===== src/rtl/lsu_aligned_if.sv =====
// lsu_aligned_if: wishbone data bus between the load/store unit and memory
interface wishbone #(
  parameter int XLEN = 32
);
  logic [XLEN-1:0] ADR;
  logic [XLEN-1:0] DAT_W;
  logic [XLEN-1:0] DAT_R;
  logic [XLEN/8-1:0] SEL;
  logic WE;
  logic STB;
  logic ACK;
  modport MASTER (output ADR, DAT_W, SEL, WE, STB, input DAT_R, ACK);
  modport SLAVE (input ADR, DAT_W, SEL, WE, STB, output DAT_R, ACK);
endinterface


===== src/rtl/lsu_aligned.sv =====
// lsu_aligned: wishbone load/store unit with lane placement, alignment/legality checks and bus timeout
module lsu_aligned #(
  parameter int XLEN = 32,
  parameter int TIMEOUT = 255
) (
  input  logic            clk,
  input  logic            rst,
  input  logic            ieu_we,
  input  logic            ieu_re,
  input  logic [2:0]      funct3,
  input  logic [XLEN-1:0] ieu_reg,
  input  logic [XLEN-1:0] ieu_result,
  output logic            stalled,
  output logic [XLEN-1:0] rd_data,
  output logic            rd_valid,
  output logic            misaligned,
  output logic            illegal,
  output logic            bus_timeout,
  wishbone.MASTER         mm_bus
);
  localparam int NB = XLEN / 8;
  localparam int OW = $clog2(NB);
  localparam int CW = TIMEOUT > 1 ? $clog2(TIMEOUT) : 1;
  typedef enum logic [1:0] {IDLE, BUS, RESP} state_t;
  state_t state, nxt;
  logic [XLEN-1:0] adr, dat_w, sh, t, ext;
  logic signed [XLEN-1:0] ts;
  logic [NB-1:0] sel, bm;
  logic [OW-1:0] off, off_q, lm;
  logic [1:0] sz, sz_q;
  logic [CW-1:0] cnt;
  logic [6:0] sa;
  logic we_q, uns_q, req, bad, mis, go, expire;
  always_comb begin
    req = ieu_re | ieu_we;
    sz = funct3[1:0];
    off = ieu_result[OW-1:0];
    bad = funct3 == 3'b111 || (funct3[2] && ieu_we) ||
          (XLEN == 32 && (funct3 == 3'b011 || funct3 == 3'b110));
    lm = ~({OW{1'b1}} << sz);
    bm = ~({NB{1'b1}} << (4'd1 << sz));
    mis = (off & lm) != '0;
    go = req && !bad && !mis;
    expire = TIMEOUT != 0 && cnt == CW'(TIMEOUT - 1);
    // left-justify the loaded field, then shift back down to sign- or zero-extend it
    sh = mm_bus.DAT_R >> {off_q, 3'b000};
    sa = 7'(XLEN) - (7'd8 << sz_q);
    t = sh << sa;
    ts = $signed(t) >>> sa;
    ext = uns_q ? t >> sa : ts;
    nxt = state == IDLE ? (go ? BUS : IDLE) :
          state == BUS ? (mm_bus.ACK || expire ? RESP : BUS) : IDLE;
    stalled = !rst && (state == BUS || (state == IDLE && go));
  end
  always_ff @(posedge clk) begin
    if (rst) begin
      state <= IDLE;
      adr <= '0;
      dat_w <= '0;
      sel <= '0;
      we_q <= 1'b0;
      sz_q <= '0;
      uns_q <= 1'b0;
      off_q <= '0;
      cnt <= '0;
      rd_data <= '0;
      rd_valid <= 1'b0;
      bus_timeout <= 1'b0;
      misaligned <= 1'b0;
      illegal <= 1'b0;
    end else begin
      state <= nxt;
      rd_valid <= 1'b0;
      bus_timeout <= 1'b0;
      misaligned <= state == IDLE && req && !bad && mis;
      illegal <= state == IDLE && req && bad;
      cnt <= state == BUS ? cnt + 1'b1 : '0;
      if (state == IDLE && go) begin
        adr <= {ieu_result[XLEN-1:OW], {OW{1'b0}}};
        dat_w <= ieu_reg << {off, 3'b000};
        sel <= bm << off;
        we_q <= ieu_we;
        sz_q <= sz;
        uns_q <= funct3[2];
        off_q <= off;
      end
      if (state == BUS) begin
        if (mm_bus.ACK) begin
          if (!we_q) rd_data <= ext;
          rd_valid <= !we_q;
        end else if (expire) begin
          rd_data <= '0;
          bus_timeout <= 1'b1;
        end
      end
    end
  end
  assign mm_bus.ADR = adr;
  assign mm_bus.DAT_W = dat_w;
  assign mm_bus.SEL = sel;
  assign mm_bus.WE = we_q;
  assign mm_bus.STB = state == BUS;
endmodule


===== src/flat_wrapper.sv =====
// flat-port wrapper written by rule: the top's interface ports become plain ports
module lsu_aligned_flat 
#(
  parameter int XLEN = 32,
  parameter int TIMEOUT = 255
)
  (clk, rst, ieu_we, ieu_re, funct3, ieu_reg, ieu_result, stalled, rd_data, rd_valid, misaligned, illegal, bus_timeout, mm_bus_ADR, mm_bus_DAT_W, mm_bus_SEL, mm_bus_WE, mm_bus_STB, mm_bus_DAT_R, mm_bus_ACK);
  wishbone #(.XLEN(XLEN)) mm_bus_i ();
  input  logic clk;
  input  logic rst;
  input  logic ieu_we;
  input  logic ieu_re;
  input  logic [2:0] funct3;
  input  logic [XLEN-1:0] ieu_reg;
  input  logic [XLEN-1:0] ieu_result;
  output logic stalled;
  output logic [XLEN-1:0] rd_data;
  output logic rd_valid;
  output logic misaligned;
  output logic illegal;
  output logic bus_timeout;
  output wire logic [$bits(mm_bus_i.ADR)-1:0] mm_bus_ADR;
  output wire logic [$bits(mm_bus_i.DAT_W)-1:0] mm_bus_DAT_W;
  output wire logic [$bits(mm_bus_i.SEL)-1:0] mm_bus_SEL;
  output wire logic [$bits(mm_bus_i.WE)-1:0] mm_bus_WE;
  output wire logic [$bits(mm_bus_i.STB)-1:0] mm_bus_STB;
  input wire logic [$bits(mm_bus_i.DAT_R)-1:0] mm_bus_DAT_R;
  input wire logic [$bits(mm_bus_i.ACK)-1:0] mm_bus_ACK;
  assign mm_bus_ADR = mm_bus_i.ADR;
  assign mm_bus_DAT_W = mm_bus_i.DAT_W;
  assign mm_bus_SEL = mm_bus_i.SEL;
  assign mm_bus_WE = mm_bus_i.WE;
  assign mm_bus_STB = mm_bus_i.STB;
  assign mm_bus_i.DAT_R = mm_bus_DAT_R;
  assign mm_bus_i.ACK = mm_bus_ACK;
  lsu_aligned #(.XLEN(XLEN), .TIMEOUT(TIMEOUT)) u_core (.clk(clk), .rst(rst), .ieu_we(ieu_we), .ieu_re(ieu_re), .funct3(funct3), .ieu_reg(ieu_reg), .ieu_result(ieu_result), .stalled(stalled), .rd_data(rd_data), .rd_valid(rd_valid), .misaligned(misaligned), .illegal(illegal), .bus_timeout(bus_timeout), .mm_bus(mm_bus_i));
endmodule

===== config.mk =====
export PLATFORM = sky130hd
export DESIGN_NAME = lsu_aligned_flat
export DESIGN_NICKNAME = d
export VERILOG_FILES = /design/src/rtl/lsu_aligned_if.sv /design/src/rtl/lsu_aligned.sv /design/src/flat_wrapper.sv
export SDC_FILE = /design/constraint.sdc
export NUM_CORES = 1
export LEC_CHECK = 0
export BUFFER_PORTS_ARGS = -buffer_cell sky130_fd_sc_hd__buf_4
export CAP_MARGIN = 20
export CORE_UTILIZATION = 37
export DETAILED_ROUTE_END_ITERATION = 16
export HOLD_SLACK_MARGIN = 0.1
export PLACE_DENSITY = 0.63
export SLEW_MARGIN = 20
export SYNTH_ARGS = -nofsm -noshare
export SYNTH_HDL_FRONTEND = slang
export SYNTH_SLANG_ARGS = --single-unit

===== constraint.sdc =====
create_clock -name clk -period 1.95 [get_ports clk]
set_input_delay 0.0975 -clock clk [delete_from_list [all_inputs] [get_ports clk]]
set_output_delay 0.0975 -clock clk [all_outputs]
set_load 0.03 [all_outputs]

# --- Word level (Yosys, flattened, before mapping) ---
# Index checks and enable logic that the tools add are counted.
word_totals:
  wordCells: 72
  input_bits: 104
  output_inout_bits: 107
  reg_bits: 118
classes:
  add_sub_neg: 2
  n_eq_ne: 6
  bitwise: 6
  muxes: 9
  n_reduce_logical: 25
  n_shift: 10
op_table:
  columns: ["cell", "n"]
  rows:
  - ["2-to-1 mux 32 bit", 4]
  - ["left shift 32 x 5 -> 32 bit", 1]
  - ["left shift 32 x 7 -> 32 bit", 1]
  - [">> shifter 32 x 5 -> 32 bit", 1]
  - [">> shifter 32 x 7 -> 32 bit", 1]
  - [">>> shifter 32 x 7 -> 32 bit", 1]
  - ["logical AND 1 bit", 9]
  - ["adder 8 x 1 -> 8 bit (second input constant)", 1]
  - ["== test 8 bit (second input constant)", 1]
  - ["left shift 4 x 2 -> 7 bit (first input constant)", 1]
  - ["subtractor 6 x 7 -> 7 bit (first input constant)", 1]
  - ["== test 3 bit (second input constant)", 2]
  - ["2-to-1 mux 2 bit", 3]
  - ["OR reduction 3 bit", 2]
  - ["logical OR 1 bit", 5]
  - ["zero test 1 bit", 4]
  - ["inverter 4 bit", 1]
  - ["nonzero test 2 bit", 2]
  - ["left shift 1 x 2 -> 4 bit (first input constant)", 1]
  - ["left shift 4 x 2 -> 4 bit", 1]
  - ["left shift 4 x 4 -> 4 bit (first input constant)", 1]
  - ["== test 3 x 2 -> 1 bit (second input constant)", 1]
  - ["AND reduction 3 bit", 1]
  - ["AND 2 bit", 1]
  - ["other kinds (9)", 11]

# --- Depth between registers and ports, before layout ---
depth:
  depth_word: 9
  mapped_depth: 8
  mapped_depth_nobuf: 7

# --- Least setup slack after synthesis ---
# No wires, ideal clock.
synth_timing:
  path_type: "register to output"
  startpoint: "reg u_core.state[1]"
  endpoint: "out stalled"
  path_buffers: 3
  path_stages_with_launch: 8
  path_slack_ps: 129
  required_time_ps: 1852
  t_arrival_ps: 1723
  cell_sequence: "dfxtp_1 -> nor2_1 -> o2111ai_2 -> nand2b_1 -> buf_6 -> buf_6 -> buf_2 -> a21oi_1"
synth_between:
  elab_chain_cells: 4
  word_cells_on_any_way: 5
  classes_between: "1 x eq/ne; 4 x reduce/logical"
synth_rtl:
  columns: ["element", "line", "text"]
  rows:
  - ["from (decl)", "lsu_aligned.sv:25", "state_t state, nxt;"]
  - ["from (signal assigned)", "lsu_aligned.sv:72", "state <= nxt;"]
  - ["zero test 2 bit", "lsu_aligned.sv:53", "stalled = !rst && (state == BUS || (state == IDLE && go));"]
  - ["logical AND 1 bit", "lsu_aligned.sv:53", null]
  - ["logical OR 1 bit (*)", "lsu_aligned.sv:53", null]
  - ["logical AND 1 bit (*)", "lsu_aligned.sv:53", null]
  - ["to (decl)", "flat_wrapper.sv:16", "output logic stalled;"]
# Mark *: on every way between the ends. The rest lies on a longest branch, timed or not.

# --- Worst setup path in the final report ---
layout_timing:
  startpoint: "in funct3[1]"
  endpoint: "out stalled"
layout_between:
  elab_chain_cells: 9
  word_cells_on_any_way: 17
  classes_between: "3 x eq/ne; 1 x shift; 2 x bitwise; 11 x reduce/logical"
layout_rtl:
  columns: ["element", "line", "text"]
  rows:
  - ["from (decl)", "flat_wrapper.sv:13", "input logic [2:0] funct3;"]
  - ["left shift 2 x 2 -> 2 bit (tied with other cells)", "lsu_aligned.sv:40", "lm = ~({OW{1'b1}} << sz);"]
  - ["inverter 2 bit (tied with other cells)", "lsu_aligned.sv:40", null]
  - ["AND 2 bit / logical OR 1 bit (equally long branches)", "lsu_aligned.sv:42, lsu_aligned.sv:38", null]
  - ["nonzero test 2 bit / zero test 1 bit (equally long branches)", "lsu_aligned.sv:42, lsu_aligned.sv:43", null]
  - ["zero test 1 bit / logical AND 1 bit (equally long branches)", "lsu_aligned.sv:43", "go = req && !bad && !mis;"]
  - ["logical AND 1 bit (*)", "lsu_aligned.sv:43", null]
  - ["logical AND 1 bit (*)", "lsu_aligned.sv:53", null]
  - ["logical OR 1 bit (*)", "lsu_aligned.sv:53", null]
  - ["logical AND 1 bit (*)", "lsu_aligned.sv:53", null]
# Marked as above.

==> flow_results.xml <==
<?xml version="1.0" encoding="UTF-8"?>
<metrics>
  <group name="critical_path">
    <metric name="path_max_fanout" unit="">11</metric>
    <metric name="worst_setup_path_end_kind" unit="">output port</metric>
    <metric name="worst-setup-path-type" unit="">primary input to output port</metric>
    <metric name="ff2ff_path_depth" unit="">5</metric>
    <metric name="worst_setup_path_start_kind" unit="">primary input</metric>
    <metric name="worst-endpoint-required" unit="ns">1.85</metric>
    <metric name="crit_arrival" unit="ns">1.74</metric>
  </group>
  <group name="floorplan">
    <metric name="die_x" unit="um">120.5</metric>
    <metric name="floorplan.io_pins" unit="">211</metric>
    <metric name="floorplan.die_area" unit="um^2">14530</metric>
    <metric name="core_region_area" unit="um^2">13450</metric>
    <metric name="std_cell_rows" unit="">42</metric>
    <metric name="dieHeight" unit="um">120.5</metric>
    <metric name="initial_core_util" unit="%">38.63</metric>
  </group>
  <group name="placed_design">
    <metric name="place.gp.congestion" unit="">0.9096</metric>
    <metric name="dp_cells" unit="">987</metric>
    <metric name="dp.final_hpwl" unit="um">11510</metric>
    <metric name="postPlaceCellArea" unit="um^2">6958</metric>
    <metric name="port_buffers" unit="">208</metric>
    <metric name="placement.setup.worst_slack" unit="ns">0.05842</metric>
  </group>
  <group name="drt">
    <metric name="routed-via-count" unit="">5584</metric>
    <metric name="met2_wirelength" unit="um">8170</metric>
    <metric name="drt_pass1_iterations" unit="">6</metric>
    <metric name="dr_wl_met3" unit="um">1315</metric>
    <metric name="route.detailed.drc" unit="">0</metric>
    <metric name="post_drt_via_cell_ratio" unit="">5.190</metric>
    <metric name="ant_nets" unit="">0</metric>
    <metric name="top_layer" unit="">met4</metric>
    <metric name="met1_length" unit="um">6789</metric>
    <metric name="first_drt_iteration_drcs" unit="">385</metric>
    <metric name="totalWireLength" unit="um">16690</metric>
    <metric name="post_drt_wl_per_cell" unit="um">15.51</metric>
  </group>
  <group name="clock_tree">
    <metric name="tritoncts" unit="">yes</metric>
    <metric name="source_to_sink_clock_delay_at_the_later_pin_of_the_worst_skew_pair" unit="ns">0.41</metric>
    <metric name="clock_sinks" unit="">118</metric>
    <metric name="htree_levels" unit="">4</metric>
    <metric name="clock_pin_transition_on_the_worst_setup_and_hold_timing_paths" unit="ns">0.05</metric>
    <metric name="post-cts-setup-buffers" unit="">0</metric>
    <metric name="clock_tree.root_cell" unit="">clkbuf_16</metric>
    <metric name="clock_path_buffers" unit="">2</metric>
    <metric name="cts_buffers" unit="">17</metric>
  </group>
  <group name="synthesis">
    <metric name="avgSynthCellArea" unit="um^2">8.263</metric>
    <metric name="ys_seq_area_share" unit="%">45.45</metric>
    <metric name="synth-main-ff-cell" unit="">dfxtp_1</metric>
    <metric name="syn_area" unit="um^2">5197</metric>
    <metric name="synth_edf_count" unit="">0</metric>
    <metric name="ys.warnings.count" unit="">0</metric>
    <metric name="syn_inst" unit="">629</metric>
    <metric name="synthDistinctLibCells" unit="">53</metric>
    <metric name="synth_seq_cells" unit="">118</metric>
    <metric name="async_reset_ff_share" unit="%">0</metric>
  </group>
  <group name="sta">
    <metric name="max_freq" unit="MHz">544.3</metric>
    <metric name="report.final.slew_viol_count" unit="">0</metric>
    <metric name="post-route-min-period" unit="ns">1.837</metric>
    <metric name="finalHoldViolations" unit="">0</metric>
    <metric name="rsz_0062_raised_after_global_routing" unit="">no</metric>
    <metric name="hold_ws" unit="ns">0.1090</metric>
    <metric name="final-setup-viol-count" unit="">0</metric>
    <metric name="setup_total_neg_slack" unit="ns">0</metric>
    <metric name="worst_slew_pin_slew" unit="ns">0.7280</metric>
    <metric name="finalClockSkew" unit="ns">0.005470</metric>
    <metric name="final_min_period_over_clock_period" unit="%">94.21</metric>
    <metric name="fin_ws" unit="ns">0.1129</metric>
    <metric name="max_slew_margin" unit="%">51.37</metric>
  </group>
  <group name="global_routing">
    <metric name="groute.usage.overall" unit="%">22.83</metric>
    <metric name="grt_pass1_wl" unit="um">26020</metric>
    <metric name="grt_overflow" unit="">0</metric>
    <metric name="vias_in_the_first_global_route" unit="">5432</metric>
    <metric name="grt_max_degree" unit="">47</metric>
    <metric name="grt_antenna_before_repair" unit="">0</metric>
  </group>
  <group name="cells_and_area">
    <metric name="final_layout_size_suffix_gt1_share" unit="%">31.89</metric>
    <metric name="sequential_cell_area" unit="um^2">2362</metric>
    <metric name="diodes" unit="">0</metric>
    <metric name="area_of_combinational_cells_with_multiple_inputs" unit="um^2">2645</metric>
    <metric name="number_of_nets_in_the_final_layout" unit="">994</metric>
    <metric name="fin_cells" unit="">1076</metric>
    <metric name="fin_area" unit="um^2">8189</metric>
    <metric name="nFillCells" unit="">1187</metric>
    <metric name="areaGrowthSynthToFinish" unit="%">57.56</metric>
  </group>
  <group name="pwr">
    <metric name="leakage" unit="nW">3.485</metric>
    <metric name="power_density" unit="nW/um^2">864.2</metric>
    <metric name="ir_drop" unit="V">0.0006201</metric>
  </group>
  <group name="job">
    <metric name="cap_viol_max_count" unit="">0</metric>
  </group>
  <group name="hold_path">
    <metric name="timing.hold.worst_path_depth" unit="">4</metric>
    <metric name="worst_hold_path_type" unit="">primary input to flop</metric>
  </group>
  <group name="status">
    <metric name="status" unit="">finished, final reports clean</metric>
  </group>
</metrics>
## per-stage QoR
| step | util [%] | total power [mW] |
|---|---|---|
| floorplan | - | 3.258 |
| global placement | 51.72 | 3.729 |
| detailed placement | 51.72 | 3.747 |
| CTS | 60.53 | 7.107 |
| global route | 60.87 | 7.341 |
| finish | 60.87 | 7.077 |
## synth_stat cells (4+ instances only)
master	n	area share [%]
dfxtp_1	118	45
nand3_1	9	0.87
nor3_1	12	1.2
mux2_2	15	3.2
nand2_1	135	9.7
clkbuf_1	29	2.1
a21oi_1	76	7.3
nor2_1	45	3.2
mux2i_1	31	6.0
a22oi_1	11	1.6
o21ai_0	40	3.9
inv_1	4	0.29
buf_2	12	1.2
a211oi_1	9	1.3
nor2b_1	5	0.60
or3_1	12	1.4
o211ai_1	8	1.2
a22o_1	8	1.3
## final cells by class
class | count | share of cell area (%)
clock inverters | 9 | 1.833
well taps | 176 | 2.689
clock buffers | 22 | 5.668
inverters | 5 | 0.2292
multi-input cells | 459 | 32.30
repair buffers | 287 | 28.43
flip-flops and latches | 118 | 28.85
## cells in the final DEF (no fill, tap or decap), drive strengths merged, types with 9 or more instances in the layout
master       count
o21ai           41
dfxtp          118
nand2          135
nand3            9
a211oi           9
buf            229
nor2            45
or3             12
a21oi           78
mux2i           31
mux2            15
a22oi           11
nor3            13
dlygate4sd3     58
clkbuf          22
## per-layer routing
metal | up-vias | GRT usage (%)
li1 | 2693 | -
met1 | 2624 | 26.40
met2 | 231 | 38.33
met3 | 36 | 7.170
met4 | 0 | 10.65
met5 | - | 0
## cells by family after synthesis
| kind of cell | share of synthesized area [%] |
|---|---|
| AND/OR/NAND/NOR | 19.04 |
| AO/OA/AOI/OAI | 19.52 |
| flip-flops | 45.45 |
| buffers and inverters | 4.622 |
| multiplexers | 9.653 |
| XOR/XNOR | 1.156 |
| adder cells (fa/ha/maj) | 0.4814 |
| other | 0.07215 |
## worst paths after layout
check / startpoint / endpoint / slack (ns)
min reg2reg: u_core.rd_data[15]$_SDFFE_PP0P_ / u_core.rd_data[15]$_SDFFE_PP0P_ / 0.44
max reg2reg: u_core.off_q[0]$_SDFFE_PP0P_ / u_core.rd_data[17]$_SDFFE_PP0P_ / 0.12
max: funct3[1] / stalled / 0.11
min: mm_bus_DAT_R[0] / u_core.rd_data[0]$_SDFFE_PP0P_ / 0.11
## power breakdown
part           leakage, nW  switching [mW]  internal [mW]
Sequential           0.958          0.0659           2.52
Combinational         2.23           0.678          0.551
Clock                0.296            1.07           2.19
Total                 3.48            1.82           5.26
## sequential cells by signal, summed over array words and instances, names as in the netlist, 2 cells and up
signal / count
u_core.off_q: 2
u_core.state: 2
u_core.rd_data: 32
u_core.sz_q: 2
u_core.mm_bus.SEL: 4
u_core.mm_bus.ADR: 30
u_core.mm_bus.DAT_W: 32
u_core.cnt: 8
## critical path, cell delays in order
cell and delay [ns]:
dlygate4sd3_1 0.54, buf_4 0.17, o21ai_4 0.14, o2111ai_2 0.14, nand2b_4 0.18, buf_6 0.15
a21oi_1 0.14, buf_4 0.18
## timing repair
item / CTS / global route
resized for setup: 0 / 7
endpoints found under the hold margin: 64 / 1
setup endpoints to repair: 0 / 11
hold buffers: 57 / 1
Power figures use the tool's default switching activity.
